===== src/rtl/nibble_add_pkg.sv =====
// Shared constants, state encoding and sizing helpers for the nibble-serial adder sequencer.
package nibble_add_pkg;

  localparam int NIB_W = 4;

  typedef enum logic [1:0] {
    IDLE = 2'd0,
    RUN  = 2'd1,
    DONE = 2'd2
  } state_t;

  function automatic int nib_cnt(input int data_w);
    return data_w / NIB_W;
  endfunction

  // Counter width for NIB_CNT nibbles; never narrower than one bit.
  function automatic int cnt_width(input int n);
    return (n <= 1) ? 1 : $clog2(n);
  endfunction

endpackage


===== src/rtl/nib_shreg.sv =====
// Parallel-load register shifting right by one nibble per enabled cycle, shift_in entering at the top.
module nib_shreg
  import nibble_add_pkg::*;
#(
  parameter int W = 16
) (
  input  logic             clk,
  input  logic             rst,
  input  logic             load,
  input  logic             shift,
  input  logic [W-1:0]     load_val,
  input  logic [NIB_W-1:0] shift_in,
  output logic [W-1:0]     q
);

  logic [W-1:0] shifted;

  if (W > NIB_W) begin : g_wide
    assign shifted = {shift_in, q[W-1:NIB_W]};
  end else begin : g_narrow
    assign shifted = shift_in;
  end

  always_ff @(posedge clk) begin
    if (rst) begin
      q <= '0;
    end else if (load) begin
      q <= load_val;
    end else if (shift) begin
      q <= shifted;
    end
  end

endmodule


===== src/rtl/nibble_serial_add_seq.sv =====
// DATA_W-bit add, one nibble per cycle through an external slice; result valid NIB_CNT edges after intake,
// held until out_ready. NIBBLE_ADD_OVF_EN adds the signed-overflow output out_ovf.
module nibble_serial_add_seq
  import nibble_add_pkg::*;
#(
  parameter int DATA_W = 16
) (
  input  logic              clk,
  input  logic              rst,
  input  logic              in_valid,
  output logic              in_ready,
  input  logic [DATA_W-1:0] in_a,
  input  logic [DATA_W-1:0] in_b,
  input  logic              in_cin,
  output logic [NIB_W-1:0]  add_a,
  output logic [NIB_W-1:0]  add_b,
  output logic              add_cin,
  input  logic [NIB_W-1:0]  add_sum,
  input  logic              add_cout,
  output logic              out_valid,
  input  logic              out_ready,
  output logic [DATA_W-1:0] out_sum,
  output logic              out_cout
`ifdef NIBBLE_ADD_OVF_EN
  ,
  output logic              out_ovf
`endif
);

  localparam int NIB_CNT = nib_cnt(DATA_W);
  localparam int CNT_W   = cnt_width(NIB_CNT);

  if (((DATA_W % NIB_W) != 0) || (DATA_W < NIB_W)) begin : g_bad_width
    $error("DATA_W must be a positive multiple of 4");
  end

  state_t             state_q, state_d;
  logic               carry_q;
  logic [CNT_W-1:0]   cnt_q;
  logic [DATA_W-1:0]  a_q, b_q, s_q;
  logic               load, shift, last;

  assign last = (cnt_q == CNT_W'(NIB_CNT - 1));

  nib_shreg #(.W(DATA_W)) u_a_sh (
    .clk(clk), .rst(rst), .load(load), .shift(shift),
    .load_val(in_a), .shift_in('0), .q(a_q)
  );

  nib_shreg #(.W(DATA_W)) u_b_sh (
    .clk(clk), .rst(rst), .load(load), .shift(shift),
    .load_val(in_b), .shift_in('0), .q(b_q)
  );

  // Sum nibbles enter at the top so the first one lands at bit 0 after NIB_CNT shifts.
  nib_shreg #(.W(DATA_W)) u_sum_sh (
    .clk(clk), .rst(rst), .load(load), .shift(shift),
    .load_val('0), .shift_in(add_sum), .q(s_q)
  );

  always_ff @(posedge clk) begin
    if (rst) begin
      state_q <= IDLE;
      carry_q <= 1'b0;
      cnt_q   <= '0;
    end else begin
      state_q <= state_d;
      if (load) begin
        carry_q <= in_cin;
        cnt_q   <= '0;
      end else if (shift) begin
        carry_q <= add_cout;
        cnt_q   <= cnt_q + CNT_W'(1);
      end
    end
  end

  always_comb begin
    state_d   = state_q;
    load      = 1'b0;
    shift     = 1'b0;
    in_ready  = 1'b0;
    out_valid = 1'b0;
    out_sum   = '0;
    out_cout  = 1'b0;
    add_a     = '0;
    add_b     = '0;
    add_cin   = 1'b0;
    case (state_q)
      IDLE: begin
        in_ready = 1'b1;
        if (in_valid) begin
          load    = 1'b1;
          state_d = RUN;
        end
      end
      RUN: begin
        add_a   = a_q[NIB_W-1:0];
        add_b   = b_q[NIB_W-1:0];
        add_cin = carry_q;
        shift   = 1'b1;
        if (last) state_d = DONE;
      end
      DONE: begin
        out_valid = 1'b1;
        out_sum   = s_q;
        out_cout  = carry_q;
        if (out_ready) state_d = IDLE;
      end
      default: state_d = IDLE;
    endcase
  end

`ifdef NIBBLE_ADD_OVF_EN
  logic ovf_q;

  // On the last nibble a_q/b_q hold the operand sign bits; overflow is carry-in xor carry-out of the MSB.
  always_ff @(posedge clk) begin
    if (rst) begin
      ovf_q <= 1'b0;
    end else if (shift && last) begin
      ovf_q <= a_q[NIB_W-1] ^ b_q[NIB_W-1] ^ add_sum[NIB_W-1] ^ add_cout;
    end
  end

  assign out_ovf = (state_q == DONE) & ovf_q;
`endif

endmodule


===== config.mk =====
export PLATFORM = sky130hd
export DESIGN_NAME = nibble_serial_add_seq
export DESIGN_NICKNAME = d
export VERILOG_FILES = /design/src/rtl/nibble_add_pkg.sv /design/src/rtl/nib_shreg.sv /design/src/rtl/nibble_serial_add_seq.sv
export SDC_FILE = /design/constraint.sdc
export NUM_CORES = 1
export LEC_CHECK = 0
export ABC_AREA = 1
export BUFFER_PORTS_ARGS = -buffer_cell sky130_fd_sc_hd__buf_2
export CORE_MARGIN = 2
export CORE_UTILIZATION = 45
export DETAILED_ROUTE_END_ITERATION = 16
export PLACE_DENSITY = 0.67
export SLEW_MARGIN = 20
export SYNTH_ARGS = -nofsm -noshare
export SYNTH_HDL_FRONTEND = slang
export SYNTH_HIERARCHICAL = 1
export SYNTH_SLANG_ARGS = --single-unit
export TNS_END_PERCENT = 100

===== constraint.sdc =====
create_clock -name clk -period 1.7 [get_ports clk]
set_input_delay 0.34 -clock clk [delete_from_list [all_inputs] [get_ports clk]]
set_output_delay 0.34 -clock clk [all_outputs]
set_load 0.1 [all_outputs]

==> flow_summary.ini, run 1 <==
[outcome]
status = completed

[power_and_ir_drop]
vdd_drop_max_uv = 431
leakage_nw = 2.06
power_mw = 2.88
powerDensity_nw_per_um2 = 678

[critical_path]
r2r_start = state_q[1]
cp_data_arrival_time_ns = 1.35
crit_path_top_delay_cell = dfxtp_4
critPathCaptureType = output port
critPathBufInv = 4
startpoint_type = flop
crit_type = flop to output port
r2r_slack_ns = 0.23
cp.required_ns = 1.36
rr_worst_depth = 9
cpPeakStageDelay_ns = 0.39
path_cells = inv_4 -> nor2_4 -> buf_12 -> inv_12 -> nor2_4 -> buf_12
path_max_fanout = 8
path_delay_family = buffers and inverters
reg2reg_to = u_sum_sh/q[2]

[cells_and_area]
nets = 618
nFillCells = 616
area_delta_synth_final_pct = 39.4
layout-drive-gt1-share = 0.267
design_area_um2 = 4250
antenna_cells = 0

[run]
cap_viol_max_count = 0

[routing]
first_pass_iters = 4
ant_nets = 0
route.detailed.drc = 0
dr_total_vias = 2966
wl_per_cell_um = 10.6
wl_mm = 6.95
initialDrtViolationCount = 119
viasPerCell = 4.52

[timing]
slew_headroom = 0.661
slew_violations = 0
whs_ns = 0.304
timing.fmax_mhz = 591
worst_pin_slew_ns = 0.511
finalSetupViolCount = 0
rsz0062_at_grt = yes
hold_viol = 0
period_minus_slack_ns = 1.69
finalCritPeriodShare = 0.996
setup_slack_ns = 0.00735
skew_ns = 0.00453

[synthesis]
syn_area_um2 = 3050
ys_seq_elements = 53
yosysWarnings = 6
yosysSeqAreaShare = 0.348
synthCells = 483
avgSynthCellArea_um2 = 6.32
yosys.cell_types.count = 20

[die]
die_w_um = 86.4
io_pins = 70
core_area_um2 = 6680
core.rowCount = 30
die-area_um2 = 7460
start_util = 0.457
die_height_um = 86.4

[worst_hold_path]
hold_class = input pin to flop
min_path_cells = 4
worstHoldStart = out_ready
min_to = state_q[1]

[placed_design]
gp_congestion = 0.790
dpl.hpwl_mm = 5.01
portBuffers = 69
placed_area_um2 = 4090
pre_cts_slack_ns = 0.156

[clocking]
cts_sinks = 53
clk_path_buf_depth = 2
clkLatencyLatePin_ns = 0.31
hold_buffers = 0
ctsHtreeMaxLevel = 2
cts.clk_slew.worst_paths_ns = 0.09
cts_root_buf = clkbuf_8
cts_tree = done
numCtsBuffers = 5

[grt]
grt_max_degree = 39
antenna_found_initial = 0
grt-ovfl-total = 0
grt_first_pass_wirelength_mm = 12.2
grt_pass1_vias = 2766
grt_util_all_layers = 0.201
-- flip-flops by register name, summed over array words and instances (netlist names) --
register,cells
u_a_sh/q,16
u_b_sh/q,16
u_sum_sh/q,16
cnt_q,2
state_q,2
carry_q,1
-- how the worst max path moves through the flow --
stage,from,to,slack [ns],cells past startpoint
detailed placement,state_q[0],u_sum_sh/q[2],0.16,9
finish,state_q[1],out_sum[4],0.007,6
global route,state_q[1],out_sum[4],-0.05,6
global placement,state_q[1],out_sum[0],0.21,5
CTS,state_q[1],out_sum[11],0.007,6
floorplan,state_q[1],out_sum[0],-0.48,5
-- layout by cell type (no fill, tap or decap), types with 9 or more instances in the layout --
master and instances:
a21oi_1 9, a21oi_2 21, buf_12 30, buf_2 42, buf_4 11, conb_1 24, dfxtp_1 51, inv_1 79
nand2_1 207, nand3_1 43, nor2_4 29
-- synth_stat cells (all sizes together) --
master / number / area (µm²)
nor2: 36 / 194
conb: 1 / 3.75
buf: 23 / 214
a21oi: 30 / 229
dfxtp: 53 / 1060
nand2: 208 / 783
nand3: 43 / 215
xor2: 1 / 8.76
ha: 1 / 12.5
nand3b: 1 / 7.51
inv: 86 / 323
-- metrics by stage --
step,util,setup TNS (ns),cells
final,0.637,0,656
after detailed placement,0.613,0,642
after floorplan,-,-8.48,506
after global routing,0.637,-0.564,656
after global placement,0.613,0,642
after CTS,0.635,0,656
-- where the power goes --
group	internal [mW]	switching, mW	leakage [nW]
Sequential	1.35	0.0626	0.439
Clock	0.333	0.397	0.0455
Combinational	0.262	0.481	1.58
Total	1.94	0.941	2.06
-- what timing repair did --
item	4_1_cts	5_1_grt
endpoints found under the setup margin	26	21
cloned	2	0
pin swaps	1	4
setup buffers	4	0
resized for setup	3	3
-- worst reg2reg max path, delay by kind of cell, from the launching register on --
family                 cells  cell delay, ns
flip-flops                 1            0.37
buffers and inverters      3            0.53
AND/OR/NAND/NOR            6            0.48
-- area by class of cell --
| cell class | count | area [µm²] | share of cell area |
|---|---|---|---|
| repair buffers | 83 | 893 | 0.210 |
| clock buffers | 8 | 90.1 | 0.0212 |
| repair inverters | 2 | 22.5 | 0.00530 |
| well taps | 80 | 100 | 0.0235 |
| flip-flops and latches | 53 | 1070 | 0.251 |
| multi-input cells | 344 | 1750 | 0.411 |
| inverters | 86 | 333 | 0.0783 |
-- metal layers --
metal / vias up / global-route usage / share of wire
met1: 1311 / 0.250 / 0.44
met5: - / 0 / 0
met4: 0 / 0.0682 / 0.011
met3: 6 / 0.0267 / 0.046
met2: 65 / 0.356 / 0.50
li1: 1584 / - / -
-- cell families (layout without fill, tap and decap cells) --
kind of cell             Yosys count  after routing  share of synthesized area
AND/OR/NAND/NOR                  288            288                      0.393
buffers and inverters            109            179                      0.176
flip-flops                        53             53                      0.348
AO/OA/AOI/OAI                     30             30                     0.0750
adder cells (fa/ha/maj)            1              1                    0.00410
other                              1             24                    0.00123
XOR/XNOR                           1              1                    0.00287
(Power assumes the default switching activity.)
==> run 2: changes to the inputs <==
--- a/config.mk
+++ b/config.mk
@@ -12,3 +12,5 @@
 export DETAILED_ROUTE_END_ITERATION = 16
+export GPL_ROUTABILITY_DRIVEN = 0
 export PLACE_DENSITY = 0.67
+export SKIP_CTS_REPAIR_TIMING = 1
 export SLEW_MARGIN = 20
--- a/constraint.sdc
+++ b/constraint.sdc
@@ -3,2 +3,2 @@
 set_output_delay 0.34 -clock clk [all_outputs]
-set_load 0.1 [all_outputs]
+set_load 0.005 [all_outputs]
==> run 2 against run 1 <==
  * Total power is 6.7% lower
  * Flip-flop and latch count stayed put
  * Clock skew is 0.0052 ns higher
  * Critical path depth is 1 lower
  * Sequential share of layout area is 4.9 points higher
  * Worst hold slack worse by 0.017 ns
  * Final area is 16% lower
  * Highest routed layer unchanged
==> flow_summary.ini, run 2 (synthesized netlist as in run 1, its figures left out) <==
[outcome]
status = completed

[routing]
dr_total_vias = 2889
wl_mm = 6.69
viasPerCell = 4.47
initialDrtViolationCount = 127
wl_per_cell_um = 10.4
ant_nets = 0
first_pass_iters = 4
route.detailed.drc = 0

[die]
io_pins = 70
die_height_um = 86.4
die-area_um2 = 7460
die_w_um = 86.4
core.rowCount = 30
start_util = 0.457
core_area_um2 = 6680

[power_and_ir_drop]
clock_power_share = 0.248
pwr-share-seq = 0.524
p_int_mw = 1.85
switching_share = 0.311
vdd_drop_max_uv = 386
power_mw = 2.69
combPwrFrac = 0.227
leakage_nw = 1.94
p_sw_mw = 0.835
powerDensity_nw_per_um2 = 756

[cells_and_area]
area_delta_synth_final_pct = 16.4
final_cell_mix = nand2_1, inv_1, buf_2
layout-drive-gt1-share = 0.214
antenna_cells = 0
final_common_cell = nand2_1
nFillCells = 699
reg.largest.list = u_a_sh/q x16, u_b_sh/q x16, u_sum_sh/q x16
multi_input_area_um2 = 1550
nets = 610
regArea_um2 = 1060

[timing]
fin_tns_setup_ns = 0
rsz0062_at_grt = no
finalSetupViolCount = 0
finalCritPeriodShare = 0.943
period_minus_slack_ns = 1.60
skew_ns = 0.00975
hold_viol = 0
slew_violations = 0
timing.fmax_mhz = 624

[clocking]
numCtsBuffers = 5
cts_tree = done
cts.clk_slew.worst_paths_ns = 0.08
ctsHtreeMaxLevel = 2
clkLatencyLatePin_ns = 0.31
cts_sinks = 53
cts_root_buf = clkbuf_8
clk_path_buf_depth = 2

[critical_path]
startpoint_type = flop
cp.required_ns = 1.36
rr_worst_depth = 9
crit_type = flop to output port
path_max_fanout = 17
critPathCaptureType = output port
cp_data_arrival_time_ns = 1.26

[grt]
grt_util_all_layers = 0.190
grt_pass1_vias = 2526
grt_first_pass_wirelength_mm = 11.5
grt_max_degree = 47
antenna_found_initial = 0
grt-ovfl-total = 0

[worst_hold_path]
min_path_cells = 4
hold_class = input pin to flop

[run]
cap_viol_max_count = 0

[placed_design]
dpl.hpwl_mm = 4.72
portBuffers = 69
run 2: cell types whose count changed in the layout (fill, tap and decap cells not counted), sizes merged:
cell / previous run / this run
inv: 88 / 86
clkinv: 0 / 1
clkbuf: 8 / 5
buf: 83 / 77
run 2: stage by stage:
step           hold WS, ns  utilization  cells  area, µm²  setup slack (ns)
2_1_floorplan        0.409            -    506       3140             0.238
3_3_place_gp         0.453        0.520    640       3470             0.179
3_5_place_dp         0.460        0.520    640       3470             0.139
4_1_cts              0.293        0.531    646       3550           -0.0596
5_1_grt              0.307        0.532    646       3550           0.00994
6_report             0.287        0.532    646       3550            0.0970
run 2: worst paths after layout:
kind / slack, ns / start / endpoint
worst max-delay path: 0.1 / state_q[1] / out_cout
worst min register to register: 0.47 / u_a_sh/q[8] / u_a_sh/q[8]
worst min-delay path: 0.29 / out_ready / state_q[1]
worst max register to register: 0.23 / state_q[0] / u_b_sh/q[0]
run 2: critical path, stage by stage, from the launching register on:
cell     delay, ns
dfxtp_2       0.38
inv_2         0.07
nor2_4        0.11
inv_2         0.14
nor2_1        0.14
buf_2         0.13
run 2: layout make-up:
class / instances / area share
flip-flops and latches: 53 / 0.299
clock buffers: 5 / 0.0194
clock inverters: 1 / 0.00141
inverters: 86 / 0.0908
repair buffers: 77 / 0.125
multi-input cells: 344 / 0.436
well taps: 80 / 0.0282
run 2: power groups by stage:
stage               sequential [mW]  combinational (mW)  clock [mW]
global route                   1.42               0.701       0.740
detailed placement             1.44               0.611           0
CTS                            1.41               0.613       0.688
global placement               1.43               0.604           0
finish                         1.41               0.610       0.668
floorplan                      1.42               0.504           0
run 2: per-layer routing:
metal,GRT usage,share of wire,routed length [µm],vias to the layer above
li1,-,-,-,1563
met1,0.259,0.48,3180,1256
met2,0.310,0.46,3060,63
met3,0.0371,0.056,377,7
met4,0.0469,0.010,70,0
met5,0,0,0,-
